$ cat src/rtl/rr_mux_arb.sv
// N-channel valid/ready arbiter feeding one registered output stage, round-robin or fixed priority.
// Optional packet locking (grant held until in_last) is enabled by defining RR_MUX_PACKET_LOCK_EN.
module rr_mux_arb #(
  parameter int N    = 4,
  parameter int W    = 8,
  parameter int SELW = (N > 1) ? $clog2(N) : 1
) (
  input  logic              clk,
  input  logic              reset_n,
  input  logic              mode,
  input  logic [N-1:0]      in_valid,
  input  logic [N*W-1:0]    in_data,
  output logic [N-1:0]      in_ready,
`ifdef RR_MUX_PACKET_LOCK_EN
  input  logic [N-1:0]      in_last,
  output logic              out_last,
`endif
  output logic              out_valid,
  output logic [W-1:0]      out_data,
  output logic [SELW-1:0]   out_sel,
  input  logic              out_ready
);

  logic            r_valid;
  logic [W-1:0]    r_data;
  logic [SELW-1:0] r_sel;
  logic [SELW-1:0] r_ptr;

  logic            w_load;
  logic            w_arb_any;
  logic [SELW-1:0] w_arb_grant;
  logic [SELW-1:0] w_grant;
  logic            w_req;
  logic            w_xfer;
  logic [W-1:0]    w_data;
  logic [SELW-1:0] w_next_ptr;
  int              w_best_dist;

  // Distance of a channel from the search start; lower wins.
  function automatic int arb_dist(input int idx, input logic m, input logic [SELW-1:0] p);
    return m ? idx : (idx + N - int'(p)) % N;
  endfunction

  assign w_load = !r_valid || out_ready;

  always_comb begin
    w_arb_grant = '0;
    w_arb_any   = 1'b0;
    w_best_dist = N;
    for (int i = 0; i < N; i++) begin
      if (in_valid[i] && (arb_dist(i, mode, r_ptr) < w_best_dist)) begin
        w_best_dist = arb_dist(i, mode, r_ptr);
        w_arb_grant = SELW'(i);
        w_arb_any   = 1'b1;
      end
    end
  end

`ifdef RR_MUX_PACKET_LOCK_EN
  logic            r_locked;
  logic [SELW-1:0] r_lock_ch;
  logic            r_last;
  logic            w_lock_valid;
  logic            w_last_g;

  always_comb begin
    w_lock_valid = 1'b0;
    for (int i = 0; i < N; i++) begin
      if (r_lock_ch == SELW'(i)) w_lock_valid = in_valid[i];
    end
  end

  // A locked grant stays on its channel even when that channel is idle.
  assign w_grant = r_locked ? r_lock_ch : w_arb_grant;
  assign w_req   = r_locked ? w_lock_valid : w_arb_any;

  always_comb begin
    w_last_g = 1'b0;
    for (int i = 0; i < N; i++) begin
      if (w_grant == SELW'(i)) w_last_g = in_last[i];
    end
  end

  assign out_last = r_last;
`else
  assign w_grant = w_arb_grant;
  assign w_req   = w_arb_any;
`endif

  always_comb begin
    w_data = '0;
    for (int i = 0; i < N; i++) begin
      if (w_grant == SELW'(i)) w_data = in_data[i*W +: W];
    end
  end

  always_comb begin
    in_ready = '0;
    for (int i = 0; i < N; i++) begin
      in_ready[i] = reset_n && w_load && w_req && (w_grant == SELW'(i));
    end
  end

  assign w_xfer     = w_load && w_req;
  assign w_next_ptr = SELW'((int'(w_grant) + 1) % N);

  always_ff @(posedge clk or negedge reset_n) begin
    if (!reset_n) begin
      r_valid <= 1'b0;
      r_data  <= '0;
      r_sel   <= '0;
      r_ptr   <= '0;
`ifdef RR_MUX_PACKET_LOCK_EN
      r_locked  <= 1'b0;
      r_lock_ch <= '0;
      r_last    <= 1'b0;
`endif
    end else if (w_load) begin
      if (w_xfer) begin
        r_valid <= 1'b1;
        r_data  <= w_data;
        r_sel   <= w_grant;
`ifdef RR_MUX_PACKET_LOCK_EN
        r_last    <= w_last_g;
        r_locked  <= !w_last_g;
        r_lock_ch <= w_grant;
        if (!mode && w_last_g) r_ptr <= w_next_ptr;
`else
        if (!mode) r_ptr <= w_next_ptr;
`endif
      end else begin
        r_valid <= 1'b0;
      end
    end
  end

  assign out_valid = r_valid;
  assign out_data  = r_data;
  assign out_sel   = r_sel;

endmodule

$ cat config.mk
export PLATFORM = sky130hd
export DESIGN_NAME = rr_mux_arb
export DESIGN_NICKNAME = d
export VERILOG_FILES = /design/src/rtl/rr_mux_arb.sv
export SDC_FILE = /design/constraint.sdc
export NUM_CORES = 1
export LEC_CHECK = 0
export CAP_MARGIN = 5
export CORE_MARGIN = 5
export CORE_UTILIZATION = 43
export DETAILED_ROUTE_END_ITERATION = 6
export PLACE_DENSITY_LB_ADDON = 0.2
export SETUP_SLACK_MARGIN = 0.5
export SYNTH_ARGS = -nofsm -noshare
export SYNTH_HDL_FRONTEND = slang
export SYNTH_SLANG_ARGS = --single-unit
$ cat constraint.sdc
create_clock -name clk -period 11.7 [get_ports clk]
set_clock_uncertainty 0.1 [all_clocks]
set_input_delay 2.34 -clock clk [delete_from_list [all_inputs] [get_ports clk]]
set_output_delay 2.34 -clock clk [all_outputs]
set_load 0.1 [all_outputs]
==> results of run 1 <==
[cell families (layout without fill, tap and decap cells)]
kind of cell	Yosys count	count (layout)	synth area share
and+or+nand+nor	56	56	0.262
AOI/OAI and AO/OA	43	43	0.292
DFF	13	13	0.289
buffers and inverters	13	65	0.0478
adders and majority gates	7	7	0.0778
muxes	2	2	0.0233
xor gates and xnor gates	1	1	0.00778
[synth_stat cells, types with 2 or more instances]
master     n
o22ai_1    2
nand2_1   21
a41oi_1    2
o31a_1     8
o22a_1     2
ha_1       7
and3_1     4
nor2b_1   18
a21oi_1    2
nand2b_1   5
a221oi_1   8
clkbuf_1   3
dfrtp_1   13
a21o_1     2
nor2_1     3
inv_1      7
o21ai_0   10
[layer usage]
metal | vias up | wire length [um] | track usage
met1 | 577 | 1270 | 0.212
met5 | - | 0 | 0
met3 | 7 | 181 | 0.0273
li1 | 601 | - | -
met4 | 0 | 55 | 0.0650
met2 | 30 | 1870 | 0.350
[flip-flops by register name, indices dropped and copies added, names as in the netlist]
name	count
out_data	8
out_sel	2
r_ptr	2
out_valid	1
[worst max path at each step]
stage | start | end | slack (ns) | cells after the start
after CTS | in_valid[0] | in_ready[2] | 1.66 | 19
after global routing | mode | in_ready[2] | 1.33 | 20
after global placement | mode | in_ready[2] | 1.86 | 20
after detailed placement | in_valid[0] | in_ready[2] | 1.65 | 19
after floorplan | mode | in_ready[3] | 3.08 | 18
final | in_valid[0] | in_ready[2] | 1.65 | 19
[where the power goes]
group / leakage (uW) / switching [uW] / internal (uW)
clock network: 0.0000150 / 17.7 / 13.3
logic: 0.000528 / 247 / 127
registers: 0.000157 / 11.4 / 64.6
total: 0.000700 / 277 / 205
[cell type report]
| type | instances | share of cell area |
|---|---|---|
| clock buffer | 4 | 0.0154 |
| tap | 30 | 0.0220 |
| sequential | 13 | 0.191 |
| multi-input combinational | 109 | 0.439 |
| timing repair buffer | 54 | 0.317 |
| inverter | 7 | 0.0154 |
[worst max-delay path, stage by stage]
cell	delay, ns
clkdlybuf4s50_1	0.62
nand3b_1	0.16
ha_1	0.35
nand2_1	0.07
o211ai_1	0.10
o22a_1	0.24
ha_1	0.27
o22ai_1	0.22
a41o_1	0.16
nand2_1	0.06
a21o_1	0.16
ha_1	0.28
o32ai_1	0.07
a41oi_1	0.26
nand2_1	0.12
a21oi_1	0.24
ha_1	0.51
and3_1	0.24
clkdlybuf4s50_1	1.13
[through the flow]
stage	total power, uW	utilization
finish	481	0.681
global route	511	0.681
CTS	484	0.681
detailed placement	452	0.671
global placement	441	0.671
floorplan	364	-
==> summary.txt, run 1 <==
total CTS buffers -> 3
pre-CTS WS -> 1.65 ns
Die Wd -> 61.2 um
H-tree levels -> 1
worst hold path class -> reg -> reg
DRT Pass-1 Iters -> 4
number of distinct library cells after synthesis -> 35
reg-to-reg critical path startpoint -> r_ptr[0]$_DFFE_PN0P_
grt ovf -> 0
Area Overhead vs Synth -> 51.2%
max_cap viols -> 0
Max-Slew Margin vs Limit -> 0.345
core region area -> 2500 um2
Avg Inst Size Synth -> 8.34 um2
Vias/cell -> 5.60
gp weighted congestion -> 0.901
f_max -> 0.0995 GHz
final non-filler cell total -> 217
final WL -> 3380 um
P_leak -> 0.000700 uW
Tcrit/Tclk final -> 0.859
Root Buffer -> clkbuf_4
hold slack final -> 0.392 ns
global-route wire length before repair -> 5200 um
Post-synth EDFFs -> 0
register area -> 325 um2
hold depth -> 2
total track usage -> 0.187
initial antenna violation count -> 0
vias in the first global route -> 1152
worst setup margin -> 1.65 ns
I/O pins -> 55
fillers -> 211
top cell type's share of synthesized area -> 0.289
final slew viol count -> 0
most frequent cells in the layout -> 54 x clkdlybuf4s50_1, 21 x nand2_1, 18 x nor2b_1, 13 x dfrtp_1, 10 x o21ai_0
Yosys top cell by area -> dfrtp_1
worst vdd ir -> 0.238 mV
r2r endpoint -> out_data[1]$_DFFE_PN0P_
share of cells above drive strength 1 -> 0.0428
site row count -> 18
drt drc -> 0
Synthesized Nets -> 182
required time worst endpoint -> 9.26 ns
post-layout minimum cycle time -> 10.05 ns
antenna-violating nets left -> 0
Synth Cell Area -> 1130 um2
CTS Hold Buffers Added -> 0
final setup vio count -> 0
die footprint -> 3740 um2
HPWL Detailed -> 2730 um
Syn. warnings -> 0
sequential fraction of the synthesis area -> 0.289
Reg clk slew, reported paths -> 0.09 ns
Hold EP -> out_data[0]$_DFFE_PN0P_
FFs w/ async S/R, synth -> 1.00
worst slew pin tran -> 0.980 ns
leading cell type in the layout, fill and taps excluded -> clkdlybuf4s50_1
PortBufs -> 54
register bit total from synthesis -> 13
TritonCTS clock tree -> yes
worst-case reg-to-reg path depth -> 21
post-CTS sizing -> 0
placed cell count -> 213
WL/cell -> 15.6 um
Register-to-Register Setup Slack -> 6.92 ns
Hold Vio Cnt, Final -> 0
Via Count -> 1215
starting density of the core -> 0.450
Crit Path Class -> in -> out
postcts setup bufs -> 0
crit end category -> output port
Clock Tree Buf Depth -> 2
critical path arrival -> 7.61 ns
ranking of synthesized cells by area -> dfrtp_1 29%, nor2b_1 10%, ha_1 7.8%
startpoint types -> input port
RSZ-0062 raised after global routing -> false
Clock Latency Late Sink -> 0.29 ns
Hold Path Origin -> out_data[0]$_DFFE_PN0P_
die span in y -> 61.2 um
most used flip-flop cell after synthesis -> dfrtp_1
Post-DP Area -> 1680 um2
ANT cells -> 0
outcome -> finished clean
initial drt markers -> 36
area of the multi-input gates -> 747 um2
post-route cell area -> 1700 um2
Cells after Synth -> 135
largest net degree at the start of global routing -> 19
Final TNS setup -> 0 ns
crit path max fanout -> 17
clock sinks -> 13
Final nets -> 235
pwr dens -> 283 nW/um2
Note: power is estimated with default switching activity, not from simulation.
==> run 2, diff against run 1 <==
- SLEW_MARGIN: unset -> 20
==> results of run 2 <==
The final DEF is identical to that of run 1; final timing and power are the same.
